===== src/rtl/block_update_scheduler_if.sv =====
`default_nettype none
// ============================================================================
// Module   : block_update_scheduler_if
// Brief    : Processor-side request bus into the playfield write scheduler.
// Revision : 1.0
// ============================================================================
interface block_update_scheduler_if;
  logic       req_valid;
  logic [7:0] req_idx;
  logic [1:0] req_type;
  logic       req_ready;
  logic       clr_all;
`ifdef BLKSCHED_ROWCLR_EN
  logic       row_clr_valid;
  logic [4:0] row_clr_row;
  logic       row_clr_ready;

  modport master (
    output req_valid, req_idx, req_type, clr_all, row_clr_valid, row_clr_row,
    input  req_ready, row_clr_ready
  );
  modport slave (
    input  req_valid, req_idx, req_type, clr_all, row_clr_valid, row_clr_row,
    output req_ready, row_clr_ready
  );
`else
  modport master (
    output req_valid, req_idx, req_type, clr_all,
    input  req_ready
  );
  modport slave (
    input  req_valid, req_idx, req_type, clr_all,
    output req_ready
  );
`endif
endinterface
`default_nettype wire


===== src/rtl/block_update_scheduler.sv =====
`default_nettype none
// ============================================================================
// Module   : block_update_scheduler
// Brief    : Buffers playfield writes and commits them during vertical blanking.
//            Optional row-clear support under macro BLKSCHED_ROWCLR_EN.
// Revision : 1.0
// ============================================================================
module block_update_scheduler #(
  parameter int FIFO_DEPTH = 8,
  parameter int NUM_BLOCKS = 200,
  parameter int ROW_W      = 10
) (
  input  logic                        iVGA_CLK,
  input  logic                        iRST_n,
  input  logic                        iVS,
  input  logic                        iBLANK_n,
  block_update_scheduler_if.slave     bus,
  output logic                        oWREN,
  output logic [7:0]                  oWADDR,
  output logic [1:0]                  oWDATA,
  output logic                        oBUSY,
  output logic [$clog2(FIFO_DEPTH):0] oFIFO_LVL,
  output logic                        oERR,
  output logic [15:0]                 oFRAME_CNT
);

  localparam int         c_AW       = $clog2(FIFO_DEPTH);
  localparam int         c_KW       = $clog2(ROW_W);
  localparam logic [7:0] c_LAST_BLK = 8'(NUM_BLOCKS - 1);

  typedef enum logic [1:0] {
    S_IDLE      = 2'd0,
    S_CLEAR_ALL = 2'd1,
    S_DRAIN     = 2'd2
`ifdef BLKSCHED_ROWCLR_EN
   ,S_ROW_CLR   = 2'd3
`endif
  } state_t;

  state_t r_state, w_next, w_sel;

  // ---------------- blanking window ----------------
  logic r_vs, r_win;
  logic w_vs_fall, w_active;

  assign w_vs_fall = r_vs & ~iVS;
  assign w_active  = r_win & ~iBLANK_n;

  always_ff @(posedge iVGA_CLK or negedge iRST_n) begin
    if (!iRST_n) begin
      r_vs       <= 1'b0;
      r_win      <= 1'b0;
      oFRAME_CNT <= 16'd0;
    end else begin
      r_vs <= iVS;
      if (w_vs_fall) begin
        r_win      <= 1'b1;
        oFRAME_CNT <= oFRAME_CNT + 16'd1;
      end else if (iBLANK_n) begin
        r_win <= 1'b0;
      end
    end
  end

  // ---------------- request FIFO ----------------
  logic [9:0]    r_mem [FIFO_DEPTH];
  logic [c_AW:0] r_wp, r_rp, w_lvl;
  logic          w_empty, w_full, w_accept, w_in_range, w_push, w_pop;
  logic [9:0]    w_head;

  assign w_lvl      = r_wp - r_rp;
  assign w_empty    = (r_wp == r_rp);
  assign w_full     = (w_lvl == (c_AW+1)'(FIFO_DEPTH));
  assign w_accept   = bus.req_valid & ~w_full;
  assign w_in_range = ({1'b0, bus.req_idx} < 9'(NUM_BLOCKS));
  assign w_push     = w_accept & w_in_range;
  assign w_head     = r_mem[r_rp[c_AW-1:0]];
  assign bus.req_ready = ~w_full;
  assign oFIFO_LVL     = w_lvl;

  always_ff @(posedge iVGA_CLK) begin
    if (w_push) r_mem[r_wp[c_AW-1:0]] <= {bus.req_idx, bus.req_type};
  end

  always_ff @(posedge iVGA_CLK or negedge iRST_n) begin
    if (!iRST_n) begin
      r_wp <= '0;
      r_rp <= '0;
    end else begin
      if (w_push) r_wp <= r_wp + (c_AW+1)'(1);
      if (w_pop)  r_rp <= r_rp + (c_AW+1)'(1);
    end
  end

  // ---------------- clear-all bookkeeping ----------------
  logic       r_clr_pend;
  logic [7:0] r_clr_cnt;
  logic       w_clr_inc, w_clr_done;

  // A pulse while pending is a no-op; completion wins over a coincident pulse.
  always_ff @(posedge iVGA_CLK or negedge iRST_n) begin
    if (!iRST_n) begin
      r_clr_pend <= 1'b0;
      r_clr_cnt  <= 8'd0;
    end else if (w_clr_done) begin
      r_clr_pend <= 1'b0;
      r_clr_cnt  <= 8'd0;
    end else begin
      if (bus.clr_all) r_clr_pend <= 1'b1;
      if (w_clr_inc)   r_clr_cnt  <= r_clr_cnt + 8'd1;
    end
  end

  // ---------------- row-clear bookkeeping ----------------
  logic w_row_bad;
  logic w_row_pend;
`ifdef BLKSCHED_ROWCLR_EN
  logic            r_row_pend;
  logic [4:0]      r_row;
  logic [c_KW-1:0] r_row_k;
  logic            w_row_acc, w_row_inc, w_row_done;
  logic [7:0]      w_row_addr;

  assign w_row_acc  = bus.row_clr_valid & ~r_row_pend;
  assign w_row_bad  = w_row_acc & (bus.row_clr_row >= 5'(NUM_BLOCKS / ROW_W));
  assign w_row_addr = 8'((32'(r_row) * ROW_W) + 32'(r_row_k));
  assign w_row_pend = r_row_pend;
  assign bus.row_clr_ready = ~r_row_pend;

  always_ff @(posedge iVGA_CLK or negedge iRST_n) begin
    if (!iRST_n) begin
      r_row_pend <= 1'b0;
      r_row      <= 5'd0;
      r_row_k    <= '0;
    end else if (w_row_done) begin
      r_row_pend <= 1'b0;
      r_row_k    <= '0;
    end else begin
      if (w_row_acc && !w_row_bad) begin
        r_row_pend <= 1'b1;
        r_row      <= bus.row_clr_row;
      end
      if (w_row_inc) r_row_k <= r_row_k + c_KW'(1);
    end
  end
`else
  assign w_row_bad  = 1'b0;
  assign w_row_pend = 1'b0;
`endif

  // ---------------- FSM ----------------
  logic       w_wr;
  logic [7:0] w_addr;
  logic [1:0] w_data;

  always_ff @(posedge iVGA_CLK or negedge iRST_n) begin
    if (!iRST_n) r_state <= S_IDLE;
    else         r_state <= w_next;
  end

  // The dispatch decision and the first write share a cycle, so work states
  // chain back-to-back without an idle bubble.
  always_comb begin
    w_next     = S_IDLE;
    w_sel      = S_IDLE;
    w_wr       = 1'b0;
    w_addr     = 8'd0;
    w_data     = 2'b00;
    w_pop      = 1'b0;
    w_clr_inc  = 1'b0;
    w_clr_done = 1'b0;
`ifdef BLKSCHED_ROWCLR_EN
    w_row_inc  = 1'b0;
    w_row_done = 1'b0;
`endif
    if (w_active) begin
      w_sel = r_state;
      if (r_state == S_IDLE || (r_state == S_DRAIN && w_empty)) begin
        if (r_clr_pend)      w_sel = S_CLEAR_ALL;
`ifdef BLKSCHED_ROWCLR_EN
        else if (r_row_pend) w_sel = S_ROW_CLR;
`endif
        else if (!w_empty)   w_sel = S_DRAIN;
        else                 w_sel = S_IDLE;
      end
      case (w_sel)
        S_CLEAR_ALL: begin
          w_wr   = 1'b1;
          w_addr = r_clr_cnt;
          if (r_clr_cnt == c_LAST_BLK) begin
            w_clr_done = 1'b1;
            w_next     = S_IDLE;
          end else begin
            w_clr_inc = 1'b1;
            w_next    = S_CLEAR_ALL;
          end
        end
`ifdef BLKSCHED_ROWCLR_EN
        S_ROW_CLR: begin
          w_wr   = 1'b1;
          w_addr = w_row_addr;
          if (r_row_k == c_KW'(ROW_W - 1)) begin
            w_row_done = 1'b1;
            w_next     = S_IDLE;
          end else begin
            w_row_inc = 1'b1;
            w_next    = S_ROW_CLR;
          end
        end
`endif
        S_DRAIN: begin
          w_wr             = 1'b1;
          w_pop            = 1'b1;
          {w_addr, w_data} = w_head;
          w_next           = S_DRAIN;
        end
        default: w_next = S_IDLE;
      endcase
    end
  end

  // ---------------- registered outputs ----------------
  always_ff @(posedge iVGA_CLK or negedge iRST_n) begin
    if (!iRST_n) begin
      oWREN  <= 1'b0;
      oWADDR <= 8'd0;
      oWDATA <= 2'b00;
      oERR   <= 1'b0;
    end else begin
      oWREN <= w_wr;
      if (w_wr) begin
        oWADDR <= w_addr;
        oWDATA <= w_data;
      end
      if ((w_accept && !w_in_range) || w_row_bad) oERR <= 1'b1;
    end
  end

  assign oBUSY = (r_state != S_IDLE) | r_clr_pend | w_row_pend | ~w_empty;

endmodule
`default_nettype wire


===== src/flat_wrapper.sv =====
// flat-port wrapper written by rule: the top's interface ports become plain ports
module block_update_scheduler_flat 
#(
  parameter int FIFO_DEPTH = 8,
  parameter int NUM_BLOCKS = 200,
  parameter int ROW_W      = 10
)
  (iVGA_CLK, iRST_n, iVS, iBLANK_n, oWREN, oWADDR, oWDATA, oBUSY, oFIFO_LVL, oERR, oFRAME_CNT, bus_req_valid, bus_req_idx, bus_req_type, bus_clr_all, bus_req_ready);
  block_update_scheduler_if bus_i ();
  input  logic iVGA_CLK;
  input  logic iRST_n;
  input  logic iVS;
  input  logic iBLANK_n;
  output logic oWREN;
  output logic [7:0] oWADDR;
  output logic [1:0] oWDATA;
  output logic oBUSY;
  output logic [$clog2(FIFO_DEPTH):0] oFIFO_LVL;
  output logic oERR;
  output logic [15:0] oFRAME_CNT;
  input wire logic [$bits(bus_i.req_valid)-1:0] bus_req_valid;
  input wire logic [$bits(bus_i.req_idx)-1:0] bus_req_idx;
  input wire logic [$bits(bus_i.req_type)-1:0] bus_req_type;
  input wire logic [$bits(bus_i.clr_all)-1:0] bus_clr_all;
  output wire logic [$bits(bus_i.req_ready)-1:0] bus_req_ready;
  assign bus_i.req_valid = bus_req_valid;
  assign bus_i.req_idx = bus_req_idx;
  assign bus_i.req_type = bus_req_type;
  assign bus_i.clr_all = bus_clr_all;
  assign bus_req_ready = bus_i.req_ready;
  block_update_scheduler #(.FIFO_DEPTH(FIFO_DEPTH), .NUM_BLOCKS(NUM_BLOCKS), .ROW_W(ROW_W)) u_core (.iVGA_CLK(iVGA_CLK), .iRST_n(iRST_n), .iVS(iVS), .iBLANK_n(iBLANK_n), .bus(bus_i), .oWREN(oWREN), .oWADDR(oWADDR), .oWDATA(oWDATA), .oBUSY(oBUSY), .oFIFO_LVL(oFIFO_LVL), .oERR(oERR), .oFRAME_CNT(oFRAME_CNT));
endmodule

===== config.mk =====
export PLATFORM = sky130hd
export DESIGN_NAME = block_update_scheduler_flat
export DESIGN_NICKNAME = d
export VERILOG_FILES = /design/src/rtl/block_update_scheduler_if.sv /design/src/rtl/block_update_scheduler.sv /design/src/flat_wrapper.sv
export SDC_FILE = /design/constraint.sdc
export NUM_CORES = 1
export LEC_CHECK = 0
export CAP_MARGIN = 0
export CELL_PAD_IN_SITES_DETAIL_PLACEMENT = 1
export CELL_PAD_IN_SITES_GLOBAL_PLACEMENT = 1
export CORE_MARGIN = 4
export CORE_UTILIZATION = 47
export CTS_CLUSTER_SIZE = 8
export DETAILED_ROUTE_END_ITERATION = 10
export PLACE_DENSITY = 0.8
export SYNTH_ARGS = -nofsm -noshare
export SYNTH_HDL_FRONTEND = slang
export SYNTH_SLANG_ARGS = --single-unit
export TNS_END_PERCENT = 10

===== constraint.sdc =====
create_clock -name iVGA_CLK -period 4.55 [get_ports iVGA_CLK]
set_clock_uncertainty 0.05 [all_clocks]
set_input_delay 0.6825 -clock iVGA_CLK [delete_from_list [all_inputs] [get_ports iVGA_CLK]]
set_output_delay 0.6825 -clock iVGA_CLK [all_outputs]
set_load 0.05 [all_outputs]

==> results of run 1 <==
==> logic make-up after synthesis <==
logic type / after synthesis / synth area share [%]
flip-flops: 129 / 67.8
AND/OR/NAND/NOR: 104 / 9.61
XOR/XNOR: 29 / 4.75
AO/OA/AOI/OAI: 28 / 3.91
buffers and inverters: 25 / 1.92
multiplexers: 25 / 9.50
adder cells (fa/ha/maj): 10 / 2.48
==> power by group through the flow <==
| stage | Clock [mW] | Combinational, mW | Sequential [mW] |
|---|---|---|---|
| after global routing | 1.45 | 0.966 | 1.58 |
| after detailed placement | 0 | 0.902 | 1.57 |
| after CTS | 1.38 | 0.923 | 1.56 |
| final | 1.36 | 0.911 | 1.56 |
| after floorplan | 0 | 0.429 | 1.69 |
| after global placement | 0 | 0.870 | 1.56 |
==> worst paths after layout <==
check / start / end / cells after the start
worst max-delay path: u_core.r_rp[2]$_DFFE_PN0P_ / bus_req_ready / 6
worst min-delay path: iRST_n / u_core.oWADDR[4]$_DFFE_PN0P_ / 2
worst max register to register: u_core.r_rp[2]$_DFFE_PN0P_ / u_core.r_clr_cnt[7]$_DFFE_PN0P_ / 10
worst min register to register: u_core.oFRAME_CNT[15]$_DFFE_PN0P_ / u_core.oFRAME_CNT[15]$_DFFE_PN0P_ / 1
max in group asynchronous: iRST_n / u_core.oFRAME_CNT[11]$_DFFE_PN0P_ / 2
min in group iVGA_CLK: u_core.oFRAME_CNT[15]$_DFFE_PN0P_ / u_core.oFRAME_CNT[15]$_DFFE_PN0P_ / 1
==> synthesized netlist by cell type, drive strengths merged (4+ instances only) <==
| cell type | count |
|---|---|
| a21oi | 10 |
| nor4 | 4 |
| dfrtp | 49 |
| nand3 | 9 |
| inv | 14 |
| ha | 9 |
| nand4 | 9 |
| nor2 | 20 |
| xnor2 | 23 |
| nand2 | 39 |
| clkbuf | 6 |
| edfxtp | 80 |
| mux4 | 20 |
| a22oi | 8 |
| buf | 5 |
| nor3 | 4 |
| xor2 | 6 |
==> placed cells by master, fill, tap and decap left out, drive strengths merged, types with 2 or more instances in the layout <==
master / instances
mux4: 20
clkbuf: 17
nor4: 4
nor2b: 3
buf: 12
and4: 3
inv: 15
mux2: 3
xor2: 6
clkdlybuf4s50: 48
ha: 9
o32ai: 2
or4: 3
nor3: 4
nand2: 39
edfxtp: 80
nand4: 9
dfrtp: 49
nand3: 9
clkinvlp: 3
mux2i: 2
and3: 3
clkinv: 8
nor2: 20
and2: 2
bufinv: 3
a21oi: 10
a22oi: 8
xnor2: 23
==> sequential cells by signal, indices dropped and copies added, names as in the netlist <==
register and count:
u_core.r_mem 80, u_core.oFRAME_CNT 16, u_core.oWADDR 8, u_core.r_clr_cnt 8, u_core.r_rp 4, u_core.r_wp 4
u_core.oWDATA 2, u_core.r_state 2, u_core.oERR 1, u_core.oWREN 1, u_core.r_clr_pend 1, u_core.r_vs 1
u_core.r_win 1
==> layout make-up <==
type	count	area, um2	share of cell area, %
timing repair buffer	60	568	8.53
inverter	14	52.6	0.789
multi-input combinational	196	1640	24.7
tap	140	175	2.63
clock inverter	15	168	2.52
sequential	129	3630	54.5
clock buffer	17	425	6.39
==> metal layers <==
layer,vias to the layer above,global-route usage (%),share of wire (%)
li1,1437,-,-
met2,77,35.0,52
met3,29,5.39,3.8
met5,-,0,0
met1,1644,25.8,41
met4,0,8.79,2.5
==> run summary, run 1 <==
Mapped Cells: 350
Setup ws final: 0.539 ns
Area leader, netlist: edfxtp_1
CP peak stage delay: 0.72 ns
Max-cap violations: 0
Clk pwr share: 35.5%
Antenna-violating nets left: 0
TritonCTS buffer count: 17
Fin area: 6660 um2
Cells after DPL: 539
Syn Area/Cell: 15.3 um2
Critical Path Start Type: register
Clock Pin Slew Worst Setup and Hold Paths: 0.06 ns
Worst setup path class: register to output pin
Pre-CTS WS: 0.987 ns
Tcrit/Tclk final: 88.1%
P per Cell Area: 574 nW/um2
Total GRT Usage: 20.9%
Combinational Power Share: 23.8%
CP max stage cell: clkdlybuf4s50_1
Vias: 3187
Die width: 115 um
WHS: 0.323 ns
FFs w/ async S/R, synth: 38.0%
Status: completed
Crit Path Max Fanout: 11
Drt wl/cell: 21.8 um
Setup tns final: 0 ns
Min-Delay Path Class: input pin to async pin
Vias in the first global route: 3568
First DRT Iteration DRCs: 227
CTS H-tree lvls: 4
Worst EP arrival: 3.28 ns
Yosys reg bits: 129
Post-DP HPWL: 8.24 mm
Final min period: 4.01 ns
Core ar.: 11000 um2
Fin. max-slew vios: 0
Switch Pwr: 1.22 mW
Routed WL: 12.4 mm
CP required: 3.82 ns
Initial Utilization: 48.7%
Sequential area share after synthesis: 67.8%
Area Growth Syn to Fin: 24.5%
F_max: 249 MHz
CP Capture Type: output pin
Worst vdd ir: 0.303 mV
Post-layout util: 60.6%
Post-synth EDFFs: 80
Synth top area cells: edfxtp_1, dfrtp_1, mux4_2, xnor2_1, nand2_1
Vias per cell: 5.58
Largest net degree at the start of global routing: 50
Least-Margin Pin Slew: 0.774 ns
Initial antenna violation count: 0
Leak: 2.49 nW
Synth top area share: 44.9%
Syn_nets: 376
GRT overflow: 0
Switch share: 31.9%
Power share of the sequential group: 40.7%
Final GP Congestion: 0.827
Post-CTS setup buffers: 0
Clk sinks: 129
Port Buffers: 49
Share of cells above drive strength 1: 17.6%
Final Setup Violations: 0
YS warnings: 0
Internal power: 2.60 mW
FF-to-FF setup slack: 1.09 ns
FP Rows: 38
Total chip power: 3.83 mW
Unique masters post-synth: 44
Worst-skew pair later-pin latency: 0.42 ns
Buf/Inv on CP: 2
Clock buffer depth: 2
Detailed-route DRC error count: 0
Top delay family on crit path: buffers and inverters
CTS root buf: clkbuf_16
I/O Pins: 50
Main synth FF type: edfxtp_1
Post_cts resized: 0
RSZ-0062 raised after global routing: no
Antenna diodes: 0
Fillcell total: 1043
Worst-path cell chain: inv_1 -> ha_1 -> xor2_1 -> nand3_1 -> or3_1 -> clkdlybuf4s50_1
Mapped Area: 5350 um2
Slew margin rel.: 48.0%
Final cell count without fillers: 571
Layout Nets: 444
DR pass1 iterations: 4
Fin. Hold Viols: 0
Global-route wire length before repair: 20.1 mm
CTS tree: built
Full die area: 13200 um2
Chip height: 115 um
Placed Area: 6070 um2
# hold bufs at CTS: 0
No activity file was read; power rests on OpenSTA's default activity.
==> run 2: changes to the inputs <==
--- a/config.mk
+++ b/config.mk
@@ -5,6 +5,7 @@
 export SDC_FILE = /design/constraint.sdc
 export NUM_CORES = 1
 export LEC_CHECK = 0
+export ABC_CLOCK_PERIOD_IN_PS = 4550
 export CAP_MARGIN = 0
 export CELL_PAD_IN_SITES_DETAIL_PLACEMENT = 1
 export CELL_PAD_IN_SITES_GLOBAL_PLACEMENT = 1
==> results of run 2 <==
Final layout, timing and power as in run 1 (identical DEF).
==> run 3: changes to the inputs <==
==> constraint.sdc (replaced) <==
create_clock -name iVGA_CLK -period 4.55 [get_ports iVGA_CLK]
set_clock_uncertainty 0.05 [all_clocks]
set_input_delay 0.6825 -clock iVGA_CLK [delete_from_list [all_inputs] [get_ports iVGA_CLK]]
set_output_delay 0.6825 -clock iVGA_CLK [all_outputs]
set_load 0.01 [all_outputs]
==> run 3 against run 2 <==
  * Global-route usage down 0.30 points
  * Critical path type unchanged
  * Largest power group unchanged
  * Total power down 10%
  * Highest routed layer unchanged
  * Clock power down 11%
==> run summary, run 3 (synthesized netlist as in run 1, its figures left out) <==
CP required: 3.82 ns (about the same)
Fin. Hold Viols: 0 (unchanged)
RSZ-0062 raised after global routing: no
Critical Path Start Type: register
CP max stage cell: dfrtp_1
Core ar.: 11000 um2 (unchanged)
Full die area: 13200 um2 (unchanged)
Drt wl/cell: 21.5 um (-1.4%)
Routed WL: 12.2 mm (-1.6%)
Fin. max-slew vios: 0 (unchanged)
Worst-case reg-to-reg path depth: 10 (unchanged)
Vias per cell: 5.52 (-1.0%)
Worst setup path class: register to output pin
GRT overflow: 0 (unchanged)
Power share of the sequential group: 45.4% (+4.7 points)
Vias: 3149 (-1.2%)
Post-CTS setup buffers: 0 (unchanged)
Final cell count without fillers: 570 (-0.18%)
Post-layout util: 60.0% (-0.59 points)
Layout Nets: 443 (-0.23%)
P per Cell Area: 521 nW/um2 (-9.2%)
Final Setup Violations: 0 (unchanged)
Leading cell type in the layout, fill and taps excluded: edfxtp_1
Global-route wire length before repair: 20.0 mm (-0.21%)
TritonCTS buffer count: 17 (unchanged)
Slew margin rel.: 53.4% (+5.4 points)
Leak: 2.45 nW (-1.6%)
Post_cts resized: 0 (unchanged)
Vias in the first global route: 3564 (-0.11%)
Max-cap violations: 0 (unchanged)
Clk sinks: 129 (unchanged)
Tcrit/Tclk final: 80.0% (-8.2 points)
Worst-path cell chain: inv_1 -> ha_1 -> xor2_1 -> nand3_1 -> or3_1 -> clkdlybuf4s50_1
Initial Utilization: 48.7% (unchanged)
Switch Pwr: 983 uW (-20%)
CTS tree: built
CTS H-tree lvls: 4 (unchanged)
Clock Pin Slew Worst Setup and Hold Paths: 0.05 ns (about the same)
Initial antenna violation count: 0 (unchanged)
FP Rows: 38 (unchanged)
Clock buffer depth: 2 (unchanged)
Fillcell total: 1040 (-0.29%)
Largest net degree at the start of global routing: 50 (unchanged)
Most frequent cells in the layout: edfxtp_1, dfrtp_1, clkdlybuf4s50_1, nand2_1, xnor2_1
Combinational Power Share: 19.5% (-4.3 points)
Antenna diodes: 0 (unchanged)
Cells after DPL: 538 (-0.19%)
Final min period: 3.64 ns (-0.372 ns)
I/O Pins: 50 (unchanged)
Post-DP HPWL: 8.01 mm (-2.7%)
Crit Path Max Fanout: 11 (unchanged)
Status: completed
Worst vdd ir: 0.284 mV (-6.2%)
Min-Delay Path Class: input pin to async pin
Buf/Inv on CP: 2 (unchanged)
First DRT Iteration DRCs: 246 (+8.4%)
Antenna-violating nets left: 0 (unchanged)
Total chip power: 3.44 mW (-10%)
CP peak stage delay: 0.53 ns (-0.19 ns)
Worst r2r src: u_core.r_rp[2]$_DFFE_PN0P_
Area Growth Syn to Fin: 23.3%
Top delay family on crit path: buffers and inverters
R2r endpoint: u_core.r_clr_cnt[7]$_DFFE_PN0P_
DR pass1 iterations: 4 (unchanged)
F_max: 275 MHz (+10%)
Internal power: 2.46 mW (-5.7%)
Chip height: 115 um (unchanged)
CTS root buf: clkbuf_16
Placed Area: 6060 um2 (-0.12%)
Detailed-route DRC error count: 0 (unchanged)
Total GRT Usage: 20.6% (-0.30 points)
FF-to-FF setup slack: 1.13 ns (+0.04 ns)
# hold bufs at CTS: 0 (unchanged)
Largest register FFs: 80 (unchanged)
Clk pwr share: 35.2% (-0.3 points)
Switch share: 28.6% (-3.3 points)
Share of cells above drive strength 1: 17.2% (-0.42 points)
Port Buffers: 49 (unchanged)
Least-Margin Pin Slew: 0.690 ns (-0.0835 ns)
Final GP Congestion: 0.864 (+4.4%)
Worst-skew pair later-pin latency: 0.41 ns (about the same)
CP Capture Type: output pin
Fin area: 6600 um2 (-0.98%)
Setup tns final: 0 ns (unchanged)
Worst EP arrival: 2.91 ns (-0.37 ns)
Die width: 115 um (unchanged)
[run 3: cell count changes in the layout (fill, tap and decap cells not counted)]
cell        previous run  this run
buf_4                 11        10
bufinv_16              3         0
clkbuf_8               0         1
clkinv_2               5         3
clkbuf_1               0         2
clkinv_4               2         4
clkinvlp_4             3         4
clkinv_1               1         0
[run 3: power by group through the flow]
stage | Sequential [mW] | Combinational [mW] | Clock (mW)
after global placement | 1.56 | 0.644 | 0
after floorplan | 1.56 | 0.338 | 0
after CTS | 1.56 | 0.682 | 1.23
after detailed placement | 1.58 | 0.670 | 0
final | 1.56 | 0.670 | 1.21
after global routing | 1.58 | 0.736 | 1.29
[run 3: how the worst max path moves through the flow]
stage	start	end	slack, ns	depth (start not counted)
5_1_grt	u_core.r_rp[2]$_DFFE_PN0P_	oBUSY	0.75	5
4_1_cts	u_core.r_rp[2]$_DFFE_PN0P_	bus_req_ready	0.88	6
3_5_place_dp	bus_req_idx[5]	u_core.r_mem[7][3]$_DFFE_PP_	1.17	5
6_report	u_core.r_rp[2]$_DFFE_PN0P_	bus_req_ready	0.91	6
3_3_place_gp	bus_req_idx[4]	u_core.r_mem[7][8]$_DFFE_PP_	1.24	5
2_1_floorplan	u_core.r_rp[1]$_DFFE_PN0P_	u_core.r_mem[2][0]$_DFFE_PP_	1.37	7
[run 3: through the flow]
stage	worst slack, ns	hold slack [ns]
2_1_floorplan	1.37	0.337
3_3_place_gp	1.24	0.409
3_5_place_dp	1.17	0.417
4_1_cts	0.875	0.356
5_1_grt	0.748	0.393
6_report	0.911	0.340
[run 3: cell type report]
type | count | area, um2 | area share, %
Multi-Input combinational cell | 196 | 1640 | 24.9
Clock inverter | 12 | 88.8 | 1.35
Timing Repair Buffer | 59 | 561 | 8.50
Tap cell | 140 | 175 | 2.66
Sequential cell | 129 | 3630 | 55.0
Inverter | 14 | 52.6 | 0.797
Clock buffer | 20 | 447 | 6.77
[run 3: worst reg2reg max path, cell delays in order (launching register included)]
cell	delay [ns]
dfrtp_1	0.53
inv_1	0.29
ha_1	0.45
nand4_1	0.22
o22a_1	0.30
inv_1	0.07
ha_1	0.35
nand2_1	0.22
or4_1	0.58
xor2_1	0.16
nor2_1	0.12
[run 3: metal layers]
layer / track usage [%] / up-vias / part of all wire [%] / wire [um]
li1: - / 1444 / - / -
met2: 34.5 / 78 / 52 / 6410
met3: 5.97 / 9 / 4.7 / 574
met4: 5.70 / 0 / 0.90 / 110
met5: 0 / - / 0 / 0
met1: 26.3 / 1618 / 42 / 5140
